`src/rtl/qlearn_pkg.sv`:
```
// Shared Q-learning types, widths and helpers for the Q-table blocks.
package qlearn_pkg;

  localparam int unsigned STATE_WIDTH  = 6;
  localparam int unsigned ACTION_WIDTH = 2;
  localparam int unsigned DATA_WIDTH   = 8;
  localparam int unsigned ADDR_WIDTH   = STATE_WIDTH + ACTION_WIDTH;

  typedef enum logic [3:0] {
    ST_IDLE,
    ST_RD_Q,
    ST_RD_N0,
    ST_RD_N1,
    ST_RD_N2,
    ST_RD_N3,
    ST_CALC,
    ST_WR,
    ST_DONE
  } qstate_e;

  // Clamp a value carrying two guard bits into the signed DATA_WIDTH range.
  function automatic logic [DATA_WIDTH-1:0] saturate(input logic signed [DATA_WIDTH+1:0] v);
    logic [2:0] top;
    top = v[DATA_WIDTH+1:DATA_WIDTH-1];
    if (top == 3'b000 || top == 3'b111) return v[DATA_WIDTH-1:0];
    else if (!v[DATA_WIDTH+1])         return {1'b0, {(DATA_WIDTH-1){1'b1}}};
    else                               return {1'b1, {(DATA_WIDTH-1){1'b0}}};
  endfunction

  // Q-table address layout: state in the upper bits, action in the lower bits.
  function automatic logic [ADDR_WIDTH-1:0] qaddr(input logic [STATE_WIDTH-1:0]  s,
                                                  input logic [ACTION_WIDTH-1:0] a);
    return {s, a};
  endfunction

endpackage

```
`src/rtl/qtable_update_ctrl_if.sv`:
```
// Request/response and Q-table BRAM signals of the update controller.
interface qtable_update_ctrl_if;
  import qlearn_pkg::*;

  logic                    i_start;
  logic [STATE_WIDTH-1:0]  i_state;
  logic [ACTION_WIDTH-1:0] i_action;
  logic [STATE_WIDTH-1:0]  i_next_state;
  logic [DATA_WIDTH-1:0]   i_reward;
  logic                    o_busy;
  logic                    o_done;
  logic [ACTION_WIDTH-1:0] o_next_action;
  logic [ADDR_WIDTH-1:0]   o_addr_r;
  logic                    o_read_en;
  logic [DATA_WIDTH-1:0]   i_rdata;
  logic [ADDR_WIDTH-1:0]   o_addr_w;
  logic                    o_write_en;
  logic [DATA_WIDTH-1:0]   o_wdata;

  // Controller side.
  modport slave (
    input  i_start, i_state, i_action, i_next_state, i_reward, i_rdata,
    output o_busy, o_done, o_next_action, o_addr_r, o_read_en,
           o_addr_w, o_write_en, o_wdata
  );

  // Agent front end plus Q-table memory side.
  modport master (
    output i_start, i_state, i_action, i_next_state, i_reward, i_rdata,
    input  o_busy, o_done, o_next_action, o_addr_r, o_read_en,
           o_addr_w, o_write_en, o_wdata
  );
endinterface

```
`src/rtl/qupdate_alu.sv`:
```
// Combinational Q-learning update: newQ = sat(Q + ((r + gamma*maxQ - Q) >>> ALPHA_SHIFT)).
module qupdate_alu
  import qlearn_pkg::*;
#(
  parameter int unsigned ALPHA_SHIFT = 2,
  parameter int unsigned GAMMA_SHIFT = 3
) (
  input  logic signed [DATA_WIDTH-1:0] q_i,
  input  logic signed [DATA_WIDTH-1:0] maxq_i,
  input  logic signed [DATA_WIDTH-1:0] r_i,
  output logic        [DATA_WIDTH-1:0] newq_o
);
  localparam int unsigned EW = DATA_WIDTH + 2;

  logic signed [EW-1:0] q_x, m_x, r_x, gm, td, delta, sum;

  // Two guard bits cover the full temporal-difference range.
  always_comb begin
    q_x    = {{2{q_i[DATA_WIDTH-1]}}, q_i};
    m_x    = {{2{maxq_i[DATA_WIDTH-1]}}, maxq_i};
    r_x    = {{2{r_i[DATA_WIDTH-1]}}, r_i};
    gm     = m_x - (m_x >>> GAMMA_SHIFT);
    td     = r_x + gm - q_x;
    delta  = td >>> ALPHA_SHIFT;
    sum    = q_x + delta;
    newq_o = saturate(sum);
  end
endmodule

```
`src/rtl/qtable_update_ctrl.sv`:
```
// Sequences one Q-table read-modify-write per accepted request.
module qtable_update_ctrl
  import qlearn_pkg::*;
#(
  parameter int unsigned ALPHA_SHIFT = 2,
  parameter int unsigned GAMMA_SHIFT = 3
) (
  input  logic                 i_clk,
  input  logic                 i_rst,
  qtable_update_ctrl_if.slave  bus
);
  qstate_e                 state_q;
  logic [STATE_WIDTH-1:0]  s_q, sn_q;
  logic [ACTION_WIDTH-1:0] a_q;
  logic [DATA_WIDTH-1:0]   r_q, qsa_q, max_q;
  logic [ACTION_WIDTH-1:0] arg_q;
  logic                    busy_q, done_q, rd_en_q, wr_en_q;
  logic [ADDR_WIDTH-1:0]   addr_r_q, addr_w_q;
  logic [DATA_WIDTH-1:0]   wdata_q;
  logic [ACTION_WIDTH-1:0] next_act_q;

  logic [DATA_WIDTH-1:0]   max_d;
  logic [ACTION_WIDTH-1:0] arg_d;
  logic [ACTION_WIDTH-1:0] idx;
  logic [DATA_WIDTH-1:0]   newq;

  // Running max/argmax over the incoming Q(s',k); strict compare keeps the lowest index on ties.
  always_comb begin
    max_d = max_q;
    arg_d = arg_q;
    unique case (state_q)
      ST_RD_N2: idx = ACTION_WIDTH'(1);
      ST_RD_N3: idx = ACTION_WIDTH'(2);
      ST_CALC:  idx = ACTION_WIDTH'(3);
      default:  idx = '0;
    endcase
    if (state_q == ST_RD_N1 || $signed(bus.i_rdata) > $signed(max_q)) begin
      max_d = bus.i_rdata;
      arg_d = idx;
    end
  end

  qupdate_alu #(
    .ALPHA_SHIFT(ALPHA_SHIFT),
    .GAMMA_SHIFT(GAMMA_SHIFT)
  ) u_alu (
    .q_i    (qsa_q),
    .maxq_i (max_d),
    .r_i    (r_q),
    .newq_o (newq)
  );

  // Controller FSM with registered memory and status outputs.
  always_ff @(posedge i_clk) begin
    if (i_rst) begin
      state_q    <= ST_IDLE;
      s_q        <= '0;
      sn_q       <= '0;
      a_q        <= '0;
      r_q        <= '0;
      qsa_q      <= '0;
      max_q      <= '0;
      arg_q      <= '0;
      busy_q     <= 1'b0;
      done_q     <= 1'b0;
      rd_en_q    <= 1'b0;
      wr_en_q    <= 1'b0;
      addr_r_q   <= '0;
      addr_w_q   <= '0;
      wdata_q    <= '0;
      next_act_q <= '0;
    end else begin
      unique case (state_q)
        ST_IDLE: begin
          if (bus.i_start) begin
            s_q      <= bus.i_state;
            a_q      <= bus.i_action;
            sn_q     <= bus.i_next_state;
            r_q      <= bus.i_reward;
            addr_r_q <= qaddr(bus.i_state, bus.i_action);
            rd_en_q  <= 1'b1;
            busy_q   <= 1'b1;
            state_q  <= ST_RD_Q;
          end
        end
        ST_RD_Q: begin
          addr_r_q <= qaddr(sn_q, ACTION_WIDTH'(0));
          state_q  <= ST_RD_N0;
        end
        ST_RD_N0: begin
          qsa_q    <= bus.i_rdata;
          addr_r_q <= qaddr(sn_q, ACTION_WIDTH'(1));
          state_q  <= ST_RD_N1;
        end
        ST_RD_N1: begin
          max_q    <= max_d;
          arg_q    <= arg_d;
          addr_r_q <= qaddr(sn_q, ACTION_WIDTH'(2));
          state_q  <= ST_RD_N2;
        end
        ST_RD_N2: begin
          max_q    <= max_d;
          arg_q    <= arg_d;
          addr_r_q <= qaddr(sn_q, ACTION_WIDTH'(3));
          state_q  <= ST_RD_N3;
        end
        ST_RD_N3: begin
          max_q   <= max_d;
          arg_q   <= arg_d;
          rd_en_q <= 1'b0;
          state_q <= ST_CALC;
        end
        ST_CALC: begin
          max_q    <= max_d;
          arg_q    <= arg_d;
          wdata_q  <= newq;
          addr_w_q <= qaddr(s_q, a_q);
          wr_en_q  <= 1'b1;
          state_q  <= ST_WR;
        end
        ST_WR: begin
          wr_en_q    <= 1'b0;
          done_q     <= 1'b1;
          next_act_q <= arg_q;
          state_q    <= ST_DONE;
        end
        ST_DONE: begin
          done_q  <= 1'b0;
          busy_q  <= 1'b0;
          state_q <= ST_IDLE;
        end
        default: begin
          rd_en_q <= 1'b0;
          wr_en_q <= 1'b0;
          done_q  <= 1'b0;
          busy_q  <= 1'b0;
          state_q <= ST_IDLE;
        end
      endcase
    end
  end

  assign bus.o_busy        = busy_q;
  assign bus.o_done        = done_q;
  assign bus.o_next_action = next_act_q;
  assign bus.o_addr_r      = addr_r_q;
  assign bus.o_read_en     = rd_en_q;
  assign bus.o_addr_w      = addr_w_q;
  assign bus.o_write_en    = wr_en_q;
  assign bus.o_wdata       = wdata_q;
endmodule
```
`src/flat_wrapper.sv`:
```
// flat-port wrapper written by rule: the top's interface ports become plain ports
module qtable_update_ctrl_flat import qlearn_pkg::*;
#(
  parameter int unsigned ALPHA_SHIFT = 2,
  parameter int unsigned GAMMA_SHIFT = 3
)
  (i_clk, i_rst, bus_i_start, bus_i_state, bus_i_action, bus_i_next_state, bus_i_reward, bus_i_rdata, bus_o_busy, bus_o_done, bus_o_next_action, bus_o_addr_r, bus_o_read_en, bus_o_addr_w, bus_o_write_en, bus_o_wdata);
  qtable_update_ctrl_if bus_i ();
  input  logic i_clk;
  input  logic i_rst;
  input wire logic [$bits(bus_i.i_start)-1:0] bus_i_start;
  input wire logic [$bits(bus_i.i_state)-1:0] bus_i_state;
  input wire logic [$bits(bus_i.i_action)-1:0] bus_i_action;
  input wire logic [$bits(bus_i.i_next_state)-1:0] bus_i_next_state;
  input wire logic [$bits(bus_i.i_reward)-1:0] bus_i_reward;
  input wire logic [$bits(bus_i.i_rdata)-1:0] bus_i_rdata;
  output wire logic [$bits(bus_i.o_busy)-1:0] bus_o_busy;
  output wire logic [$bits(bus_i.o_done)-1:0] bus_o_done;
  output wire logic [$bits(bus_i.o_next_action)-1:0] bus_o_next_action;
  output wire logic [$bits(bus_i.o_addr_r)-1:0] bus_o_addr_r;
  output wire logic [$bits(bus_i.o_read_en)-1:0] bus_o_read_en;
  output wire logic [$bits(bus_i.o_addr_w)-1:0] bus_o_addr_w;
  output wire logic [$bits(bus_i.o_write_en)-1:0] bus_o_write_en;
  output wire logic [$bits(bus_i.o_wdata)-1:0] bus_o_wdata;
  assign bus_i.i_start = bus_i_start;
  assign bus_i.i_state = bus_i_state;
  assign bus_i.i_action = bus_i_action;
  assign bus_i.i_next_state = bus_i_next_state;
  assign bus_i.i_reward = bus_i_reward;
  assign bus_i.i_rdata = bus_i_rdata;
  assign bus_o_busy = bus_i.o_busy;
  assign bus_o_done = bus_i.o_done;
  assign bus_o_next_action = bus_i.o_next_action;
  assign bus_o_addr_r = bus_i.o_addr_r;
  assign bus_o_read_en = bus_i.o_read_en;
  assign bus_o_addr_w = bus_i.o_addr_w;
  assign bus_o_write_en = bus_i.o_write_en;
  assign bus_o_wdata = bus_i.o_wdata;
  qtable_update_ctrl #(.ALPHA_SHIFT(ALPHA_SHIFT), .GAMMA_SHIFT(GAMMA_SHIFT)) u_core (.i_clk(i_clk), .i_rst(i_rst), .bus(bus_i));
endmodule
```
`config.mk`:
```
export PLATFORM = sky130hd
export DESIGN_NAME = qtable_update_ctrl_flat
export DESIGN_NICKNAME = d
export VERILOG_FILES = /design/src/rtl/qlearn_pkg.sv /design/src/rtl/qtable_update_ctrl_if.sv /design/src/rtl/qupdate_alu.sv /design/src/rtl/qtable_update_ctrl.sv /design/src/flat_wrapper.sv
export SDC_FILE = /design/constraint.sdc
export NUM_CORES = 1
export LEC_CHECK = 0
export ABC_AREA = 1
export BUFFER_PORTS_ARGS = -buffer_cell sky130_fd_sc_hd__clkbuf_2
export CORE_ASPECT_RATIO = 0.7
export CORE_MARGIN = 5
export CORE_UTILIZATION = 62
export DETAILED_ROUTE_END_ITERATION = 8
export GPL_TIMING_DRIVEN = 0
export PLACE_DENSITY_LB_ADDON = 0.25
export SLEW_MARGIN = 10
export SYNTH_ARGS = -nofsm -noshare
export SYNTH_HDL_FRONTEND = slang
export SYNTH_HIERARCHICAL = 1
export SYNTH_SLANG_ARGS = --single-unit
```
`constraint.sdc`:
```
create_clock -name i_clk -period 18.87 [get_ports i_clk]
set_input_delay 3.774 -clock i_clk [delete_from_list [all_inputs] [get_ports i_clk]]
set_output_delay 3.774 -clock i_clk [all_outputs]
set_load 0.005 [all_outputs]
```
## Yosys cells after proc, flatten, opt, wreduce, memory -nomap -nowiden

Index checks and enable logic that the tools add are counted.
Widths: inputs -> output; s select.

| word-level totals | value |
|---|---|
| flip-flop bits (word level) | 74 |
| logic and storage cells | 61 |
| bits in read-only memories | 0 |
| RAM bits | 0 |
| input port bits | 33 |
| bits in latches | 0 |
| output and inout bits | 30 |
| memories | 0 |

| operators by class | value |
|---|---|
| multiplexer cells | 13 |
| divide/modulo/power cells | 0 |
| add/sub/neg operators | 4 |
| bitwise operators | 2 |
| equality and inequality tests | 10 |
| $lt $le $gt $ge | 1 |
| shift operators | 0 |
| multiply operators | 0 |
| reductions and logical operators | 15 |

Operators by type and width:

| operator | number |
|---|---|
| $pmux 8 s5 | 1 |
| $mux 8 | 4 |
| $pmux 4 s8 | 1 |
| $reduce_or 7->1 | 4 |
| $eq 4x3->1 const B | 4 |
| $add 8x9->10 | 1 |
| $reduce_and 2->1 | 5 |
| $sub 10x8->10 | 1 |
| $add 8x8->9 | 1 |
| $sub 8x5->9 | 1 |
| $eq 4x2->1 const B | 2 |
| $gt 8x8->1 | 1 |
| $pmux 1 s2 | 4 |
| $pmux 2 s3 | 1 |
| $reduce_bool 5->1 | 1 |
| $eq 4x1->1 const B | 1 |
| $eq 4x4->1 const B | 1 |
| $logic_not 4->1 | 1 |
| $mux 4 | 1 |
| $reduce_or 4->1 | 1 |
| $eq 3x3->1 const B | 1 |
| $logic_not 3->1 | 1 |
| $logic_or 1x1->1 | 2 |
| $ne 2x2->1 const B | 1 |
| 2 further kinds | 3 |

## Longest topological paths before layout

Gate-level depths: netlist of the first run.

| depth | value |
|---|---|
| depth in word-level cells | 10 |
| gate-level depth with buffers | 41 |
| gate-level depth less buffers | 40 |

## By module

The synthesis of the first run kept the hierarchy.

By module, submodules not included:

| module | cells an instance | seq. area each (um^2) | area an instance (um^2) | times used |
|---|---|---|---|---|
| qtable_update_ctrl | 416 | 1,481.4 | 3,096.7 | 1 |
| qupdate_alu | 192 | 0.0 | 1,323.8 | 1 |

## Worst setup path before layout of the first run

No wires, ideal clock.

| timing path | value |
|---|---|
| path kind | input port to flip-flop |
| start | in bus_i_rdata[5] |
| end | reg u_core.wdata_q[1], in the netlist u_core/bus.o_wdata[1] |
| arrival time | 8,514 ps |
| slack | 10,240 ps |
| stages on the path | 30 |
| buffers on the path | 1 |
| library setup time | 116 ps |
| data required time | 18,754 ps |
| cell sequence | ha_1 > a21oi_1 > nor2_1 > nor2_1 > nand3_1 > nand3_1 > nand2_1 > buf_2 > o21ai_0 > fa_1 > fa_1 > inv_1 > ha_1 > a21oi_1 > o21bai_1 > a21oi_1 > nand2_1 > nand2_1 > nand2_1 > ha_1 > nand2_1 > inv_1 > a21oi_1 > nand3_1 > nand2_2 > nand2_4 > nand2_1 > nand2_1 > nor2_1 > nor2_1 |

| on the way | value |
|---|---|
| word-level cells in the longest chain between the ends | 10 |
| elaborated cells between the ends (all ways) | 12 |
| classes of those cells | add/sub: 4; order compare: 1; eq/ne: 1; mux: 3; reduce/logical: 3 |

Ends and longest elaborated chain:

| what | line | text |
|---|---|---|
| from (decl) | flat_wrapper.sv:16 | `input wire logic [$bits(bus_i.i_rdata)-1:0] bus_i_rdata;` |
| $gt 8x8->1 * | qtable_update_ctrl.sv:37 | `if (state_q == ST_RD_N1 \|\| $signed(bus.i_rdata) > $signed(max_q)) begin` |
| $logic_or 1x1->1 * | qtable_update_ctrl.sv:37 |  |
| $mux 8 * | qtable_update_ctrl.sv:37 |  |
| named net u_core.max_d[7] | qtable_update_ctrl.sv:22 | `logic [DATA_WIDTH-1:0] max_d;` |
| $sub 8x5->9 * | qupdate_alu.sv:22 | `gm = m_x - (m_x >>> GAMMA_SHIFT);` |
| $add 8x9->10 * | qupdate_alu.sv:23 | `td = r_x + gm - q_x;` |
| $sub 10x8->10 * | qupdate_alu.sv:23 |  |
| $add 8x8->9 * | qupdate_alu.sv:25 | `sum = q_x + delta;` |
| $eq 3x3->1 or $logic_not 3->1 (tied branches) | qlearn_pkg.sv:25 | `if (top == 3'b000 \|\| top == 3'b111) return v[DATA_WIDTH-1:0];` |
| $logic_or 1x1->1 | qlearn_pkg.sv:25 |  |
| $mux 8 * | qlearn_pkg.sv:25 |  |
| named net u_core.newq[1] | qtable_update_ctrl.sv:25 | `logic [DATA_WIDTH-1:0] newq;` |
| to (signal assigned) | qtable_update_ctrl.sv:116 | `wdata_q <= newq;` |
| to (decl) | qtable_update_ctrl.sv:19 | `logic [DATA_WIDTH-1:0] wdata_q;` |

Mark *: on every way through the listed nets, which the timed path passes. The rest lies on a longest branch.
A chain may end at the register's enable or synchronous reset.

## Final worst setup path of the first run

| timing path | value |
|---|---|
| start | in bus_i_rdata[5] |
| end | reg u_core.wdata_q[0], in the netlist u_core/bus.o_wdata[0] |

The elaborated chain is that of the path after synthesis.

==> results of run 1 <==
## power by group through the flow
| stage | Combinational [mW] | Sequential [mW] | Clock, mW |
|---|---|---|---|
| 2_1_floorplan | 0.506 | 0.186 | 0 |
| 3_3_place_gp | 0.595 | 0.188 | 0 |
| 3_5_place_dp | 0.620 | 0.188 | 0 |
| 4_1_cts | 0.626 | 0.185 | 0.130 |
| 5_1_grt | 0.716 | 0.187 | 0.139 |
| 6_report | 0.627 | 0.185 | 0.129 |
## final cells by class
type,instances,area (um^2)
multi-input cells,423,2490
fillers,553,1800
flip-flops and latches,74,1480
inverters,90,338
repair buffers,61,305
clock buffers,10,138
well taps,94,118
plain buffers,21,108
clock inverters,6,73.8
## worst max path at each step
stage,from,end,slack (ns)
finish,bus_i_rdata[5],u_core/bus.o_wdata[0]$_SDFFE_PP0P_,9.69
global route,bus_i_rdata[5],u_core/bus.o_wdata[2]$_SDFFE_PP0P_,9.20
CTS,bus_i_rdata[5],u_core/bus.o_wdata[1]$_SDFFE_PP0P_,9.72
detailed placement,bus_i_rdata[5],u_core/bus.o_wdata[1]$_SDFFE_PP0P_,9.37
global placement,bus_i_rdata[5],u_core/bus.o_wdata[0]$_SDFFE_PP0P_,9.60
floorplan,bus_i_rdata[5],u_core/bus.o_wdata[1]$_SDFFE_PP0P_,10.24
## through the flow
| step | setup WS (ns) | cells | cell area (um^2) | util, % | hold slack [ns] |
|---|---|---|---|---|---|
| after floorplan | 10.24 | 608 | 4420 | - | 0.430 |
| after global placement | 9.60 | 763 | 4840 | 70.7 | 0.440 |
| after detailed placement | 9.37 | 763 | 4840 | 70.7 | 0.451 |
| after CTS | 9.72 | 779 | 5050 | 73.8 | 0.464 |
| after global routing | 9.20 | 779 | 5050 | 73.8 | 0.484 |
| final | 9.69 | 779 | 5050 | 73.8 | 0.465 |
## layout by cell type, fill, tap and decap left out, drive strengths merged, types with 2 or more instances in the layout
| master | Yosys | layout |
|---|---|---|
| o21ai | 51 | 51 |
| o21bai | 2 | 2 |
| nand2 | 139 | 139 |
| nor3 | 3 | 3 |
| xnor2 | 3 | 3 |
| buf | 9 | 9 |
| ha | 27 | 27 |
| xor2 | 8 | 8 |
| clkbuf | 12 | 83 |
| a21oi | 67 | 67 |
| a31oi | 7 | 7 |
| clkinv | 0 | 4 |
| dfxtp | 74 | 74 |
| fa | 16 | 16 |
| nor2 | 65 | 65 |
| nand4 | 2 | 2 |
| inv | 90 | 91 |
| nand3 | 28 | 28 |
## cells in the mapped netlist (all sizes together)
library cell	instances
xor2	8
a31o	1
a31oi	7
nor3	3
nand3	28
a21oi	67
o21ai	51
nor2	65
nand4	2
inv	90
nor3b	1
ha	27
or2	1
buf	9
xnor2	3
nand2	139
o21bai	2
o31ai	1
dfxtp	74
clkbuf	12
o21a	1
fa	16
## registers in the layout, indices dropped and copies added (netlist names)
| register | cells |
|---|---|
| u_core/bus.o_done | 1 |
| u_core/bus.o_addr_r | 8 |
| u_core/bus.o_addr_w | 8 |
| u_core/sn_q | 6 |
| u_core/bus.o_wdata | 8 |
| u_core/bus.o_write_en | 1 |
| u_core/bus.o_busy | 1 |
| u_core/state_q | 4 |
| u_core/max_q | 8 |
| u_core/a_q | 2 |
| u_core/bus.o_next_action | 2 |
| u_core/arg_q | 2 |
| u_core/r_q | 8 |
| u_core/bus.o_read_en | 1 |
| u_core/qsa_q | 8 |
| u_core/s_q | 6 |
## layer usage
layer	vias up	part of all wire, %
li1	2078	-
met1	1919	47
met2	156	44
met3	17	7.5
met4	0	1.0
met5	-	0
## cells by family after synthesis
kind of cell             Yosys count  share of synthesized area (%)
AO/OA/AOI/OAI                    130                           15.7
XOR/XNOR                          11                           2.18
adder cells (fa/ha/maj)           43                           14.9
buffers and inverters            111                           10.1
flip-flops                        74                           33.5
AND/OR/NAND/NOR                  239                           23.7
## worst min-delay path, stage by stage (launching register included)
cell,delay (ns)
dfxtp_1,0.30
inv_1,0.06
a21oi_1,0.06
==> metrics.md, run 1 <==
| Metric | Value |
|---|---|
| Signed area change from the synthesized netlist to the final layout | `14.4%` |
| Count of buffers added by post-CTS timing repair for setup | `0` |
| Share of synthesized area occupied by flip-flops and latches | `33.5%` |
| Worst path arrival time | `about 9.4 ns` |
| Unrepaired setup endpoints after global routing | `false` |
| Post-synthesis instance area | `around 4400 um^2` |
| Clock latency on the worst-skew pair | `0.37 ns` |
| Post-synth cell types | `38` |
| Number of nets in the layout | `around 760` |
| Sequential fraction of design power | `19.6%` |
| Share of the clock period used by the worst path after layout | `about half` |
| Core Footprint | `6850 um^2` |
| GR Layer Usage met1 | `about a third` |
| Total of flip-flops plus latches after synthesis | `74` |
| Clock Path Buffers | `2` |
| Global routing's busiest layer | `met2` |
| Chip width | `about 110 um` |
| Final critical-path required period | `between 9 and 10 ns` |
| Antenna cell count | `0` |
| Number of rows created at floorplan | `25` |
| Crit Path Category | `input port to register` |
| Starting density of the core | `64.5%` |
| Top cell family by delay on the critical path | `adder cells` |
| Sink count of the clock tree | `74` |
| Setup TNS Final | `0 ns` |
| Maximum number of pins on one net before global-route repair | `15` |
| Synth area leaders | `dfxtp_1 34%, nand2_1 11%, ha_1 7.6%` |
| Final hold violation count | `0` |
| Total detailed-routing wirelength | `roughly 11,000 um` |
| Net count after synthesis | `~700` |
| Endpoints failing setup | `0` |
| Cell with the largest stage delay on the worst path | `o21ai_0` |
| Outcome | `completed` |
| Clock tree from TritonCTS | `built` |
| Maximum operating frequency | `around 110 MHz` |
| Setup Skew | `between 0.015 and 0.02 ns` |
| Final ANT Viol Nets | `0` |
| Clock root buffer | `clkbuf_8` |
| Global routing usage on met3 | `7.30%` |
| Cell count of the worst reg-to-reg path | `31` |
| Fraction of power spent switching nets | `between 40 and 50%` |
| Pin slew with the least headroom to its limit | `approximately 0.92 ns` |
| Via density | `5.35` |
| FF-to-FF setup slack | `approximately 13 ns` |
| Clock-pin slew of the registers on the worst-case setup and hold paths | `0.08 ns` |
| Endpoint of the most critical register-to-register path | `u_core/bus.o_wdata[0]$_SDFFE_PP0P_` |
| Crit path depth | `31` |
| Fraction of layout cells with a size suffix above 1 | `17.8%` |
| Clock H-tree levels | `3` |
| Sw Pwr | `between 400 and 500 uW` |
| Peak supply drop | `~200 uV` |
| Worst hold-check path type | `register to register` |
| DRC viols | `0` |
| Relative contribution of combinational cells to total power | `roughly two thirds` |
| Leakage Power | `about 2.5 nW` |
| Startpoint type of the worst setup path | `input port` |
| Worst Hold Endpoint | `u_core/s_q[1]$_SDFFE_PP0P_` |
| Area share of the largest cell type after synthesis | `33.5%` |
| Category of the worst setup path capture point | `register` |
| Critical path peak fanout | `10` |
| Number of optimization iterations in the first detailed-route pass | `5` |
| DP HPWL | `8600 um` |
| Die Footprint | `8950 um^2` |
| Routed length per instance | `14.1 um` |
| Number of gates resized after CTS | `0` |
| Avg Cell Area, Syn | `between 7 and 8 um^2` |
| Initial detailed-routing violation count | `377` |
| Remaining Overflow, GRT | `0` |
| Critical path required time | `19.12 ns` |
| Floorplan die height | `a little over 80 um` |
| Power share of the clock group | `between 10% and 20%` |
| Worst relative slew slack | `between 30% and 40%` |
| P_int | `between 400 and 500 uW` |
| Worst r2r src | `u_core/max_q[5]$_SDFFE_PP0N_` |
| First-pass GRT wire length | `around 18,000 um` |
| Total power density per cell area | `186 nW/um^2` |
| Final Power | `940 uW` |
| Met2 layer usage reported by global route | `between 40% and 50%` |
| Final-report max-slew violation count | `0` |
| Synthesized instance count | `roughly 600` |
| Stage delay of the slowest cell on the critical path | `approximately 0.73 ns` |
| Worst hold stages | `2` |
| Worst min-delay path startpoint | `u_core/s_q[1]$_SDFFE_PP0P_` |
| Port-buffer cells | `61` |
| Total via count after detailed routing | `about 4,200` |
| Vias in the first global route | `just under 4,000` |
| Number of antenna violations at the first check in global routing | `0` |
| # IOs | `63` |
| Cts bufs inserted | `9` |
| Global routing usage summed across all routing layers | `about 25%` |
| GP Congestion | `0.959` |
| Yosys warnings | `6` |
| Biggest area consumer among synthesized cells | `dfxtp_1` |
| CP bufs+invs | `4` |
| Library cell appearing most often on the critical path | `nand2_1` |
| Max Cap Viol | `0` |
| Hold buffers post-CTS | `0` |
Power figures use the tool's default switching activity.
==> run 2, diff against run 1 <==
- CORE_UTILIZATION: 62 -> 58
- clock period: 18.87 -> 9.5 ns (I/O delays scaled with it)
==> run 2 against run 1 <==
  * Core utilization decreased by 4.8 points
  * Worst setup slack got worse by 7.5 ns
  * Via count decreased by 1.7%
  * First-iteration DRC count decreased by 27%
  * Hold slack got worse by 0.0087 ns
  * Clock power increased by 110%
  * Total power increased by 100%
  * Sequential share of layout area decreased by 0.10 points
  * Critical path depth decreased by 1
  * Cell count increased by 0.51%
  * Combinational power increased by 99%
  * Sequential power increased by 98%
==> metrics.md, run 2 (same netlist as run 1, synthesis figures left out) <==
| Metric | Value |
|---|---|
| Outcome | `completed` |
| Finished Layout Cells | `783 (+0.51%)` |
| Fraction of layout cells with a size suffix above 1 | `17.8% (unchanged)` |
| Number of optimization iterations in the first detailed-route pass | `4 (-1)` |
| Number of gates resized after CTS | `0 (unchanged)` |
| Peak supply drop | `343 uV (+76%)` |
| Global routing usage summed across all routing layers | `23.9% (-1.4 points)` |
| Core Footprint | `7350 um^2 (+7.3%)` |
| DP HPWL | `8700 um (+1.2%)` |
| Number of antenna violations at the first check in global routing | `0 (unchanged)` |
| Share of the clock period used by the worst path after layout | `about 77%` |
| Vias in the first global route | `3,955 (-0.33%)` |
| GP Congestion | `0.939 (-2.1%)` |
| Final critical-path required period | `7.34 ns` |
| Final ANT Viol Nets | `0 (unchanged)` |
| Stage delay of the slowest cell on the critical path | `0.78 ns (+0.05 ns)` |
| DRC viols | `0 (unchanged)` |
| Max Cap Viol | `0 (unchanged)` |
| Chip width | `114 um (+3.1%)` |
| Total power density per cell area | `372 nW/um^2 (+100%)` |
| Sink count of the clock tree | `74 (unchanged)` |
| Hold buffers post-CTS | `0 (unchanged)` |
| Starting density of the core | `60.1% (-4.4 points)` |
| Routed length per instance | `13.9 um (-1.7%)` |
| Clock latency on the worst-skew pair | `0.34 ns (-0.03 ns)` |
| # IOs | `63 (unchanged)` |
| Signed area change from the synthesized netlist to the final layout | `14.7%` |
| Final Power | `1.89 mW (+100%)` |
| Total via count after detailed routing | `4,101 (-1.7%)` |
| Setup TNS Final | `0 ns (unchanged)` |
| Clock Path Buffers | `2 (unchanged)` |
| Clock H-tree levels | `3 (unchanged)` |
| Endpoints failing setup | `0 (unchanged)` |
| Remaining Overflow, GRT | `0 (unchanged)` |
| Initial detailed-routing violation count | `276 (-27%)` |
| Most frequent cells in the layout | `127 x nand2_1, 82 x inv_1, 74 x dfxtp_1` |
| Critical path peak fanout | `10 (unchanged)` |
| Maximum operating frequency | `about 140 MHz` |
| Leakage Power | `2.52 nW (+0.30%)` |
| Category of the worst setup path capture point | `register` |
| Die Footprint | `9500 um^2 (+6.1%)` |
| Startpoint of the worst setup timing path | `bus_i_rdata[5]` |
| Endpoint of the most critical register-to-register path | `u_core/bus.o_wdata[1]$_SDFFE_PP0P_` |
| Clock tree from TritonCTS | `built` |
| Cell count of the worst reg-to-reg path | `30 (-3.2%)` |
| First-pass GRT wire length | `18,500 um (+2.4%)` |
| Maximum number of pins on one net before global-route repair | `15 (unchanged)` |
| Startpoint type of the worst setup path | `input port` |
| Crit Path Category | `input port to register` |
| Floorplan die height | `83.0 um (+3.0%)` |
| Post-Place Cells | `767 (+0.52%)` |
| Cts bufs inserted | `9 (unchanged)` |
| Count of buffers added by post-CTS timing repair for setup | `0 (unchanged)` |
| Clock-pin slew of the registers on the worst-case setup and hold paths | `0.08 ns (about the same)` |
| Worst path arrival time | `7.62 ns (-1.82 ns)` |
| Critical path required time | `9.78 ns (-9.34 ns)` |
| Total detailed-routing wirelength | `10,900 um (-1.2%)` |
| Antenna cell count | `0 (unchanged)` |
| Number of rows created at floorplan | `26 (+4.0%)` |
| Number of nets in the layout | `756 (unchanged)` |
| Pin slew with the least headroom to its limit | `0.988 ns (+0.0721 ns)` |
| Worst r2r src | `u_core/max_q[5]$_SDFFE_PP0N_` |
| Worst hold-check path type | `register to register` |
| Final hold violation count | `0 (unchanged)` |
| Clock root buffer | `clkbuf_8` |
| Setup Skew | `0.00697 ns (-0.00996 ns)` |
| Cell with the largest stage delay on the worst path | `o21ai_0` |
| Most common cell after layout, fill and taps aside | `nand2_1` |
| FF-to-FF setup slack | `3.44 ns (-9.40 ns)` |
| Via density | `5.24 (-2.2%)` |
| Library cell appearing most often on the critical path | `nand2_1` |
| Unrepaired setup endpoints after global routing | `false` |
| Final-report max-slew violation count | `0 (unchanged)` |
| Port-buffer cells | `61 (unchanged)` |
| Worst relative slew slack | `33.5% (-4.9 points)` |
| Crit path to | `u_core/bus.o_wdata[1]$_SDFFE_PP0P_` |
[run 2: cell count changes in the layout (fill, tap and decap cells not counted), sizes merged]
cell	previous run	this run
bufinv	1	2
clkbuf	83	82
clkinv	4	2
inv	91	93
[run 2: layout make-up]
cell class                      count  area (um^2)
Multi-Input combinational cell    423         2490
Fill cell                         634         2280
Sequential cell                    74         1480
Inverter                           90          338
Timing Repair Buffer               61          305
Clock buffer                        9          124
Tap cell                           98          123
Buffer                             21          108
Clock inverter                      7          100
[run 2: worst min path at each step]
stage,start,endpoint,cells after the start
2_1_floorplan,u_core/a_q[0]$_SDFFE_PP0P_,u_core/a_q[0]$_SDFFE_PP0P_,2
3_3_place_gp,u_core/s_q[1]$_SDFFE_PP0P_,u_core/s_q[1]$_SDFFE_PP0P_,2
3_5_place_dp,u_core/s_q[1]$_SDFFE_PP0P_,u_core/s_q[1]$_SDFFE_PP0P_,2
4_1_cts,u_core/s_q[1]$_SDFFE_PP0P_,u_core/s_q[1]$_SDFFE_PP0P_,2
5_1_grt,u_core/a_q[0]$_SDFFE_PP0P_,u_core/a_q[0]$_SDFFE_PP0P_,2
6_report,u_core/s_q[1]$_SDFFE_PP0P_,u_core/s_q[1]$_SDFFE_PP0P_,2
[run 2: through the flow]
step	setup slack (ns)	instance area, um^2	hold slack (ns)	util, %
floorplan	2.74	4420	0.430	-
global placement	2.08	4850	0.440	65.9
detailed placement	1.91	4850	0.448	65.9
CTS	2.26	5070	0.460	69.0
global route	1.62	5070	0.466	69.0
finish	2.16	5070	0.456	69.0
[run 2: report_power, final]
| part | switching, mW | internal [mW] | leakage (nW) |
|---|---|---|---|
| registers | 0.0234 | 0.343 | 0.604 |
| clock network | 0.122 | 0.151 | 0.115 |
| logic | 0.774 | 0.473 | 1.80 |
| total | 0.919 | 0.967 | 2.52 |
[run 2: worst max-delay path, delay by kind of cell]
family,cells,cell delay (ns)
simple gates,15,1.53
fa+ha+maj,5,2.08
compound gates,6,1.68
buf+inv,4,0.41
[run 2: layer usage]
layer  vias up  part of all wire (%)  global-route usage [%]  wire length [um]
met4         0                  0.46                    4.10                50
met1      1876                    49                    35.4              5320
met5         -                     0                       0                 0
met3        10                   7.6                    5.67               823
met2       135                    43                    35.7              4690
li1       2080                     -                       -                 -
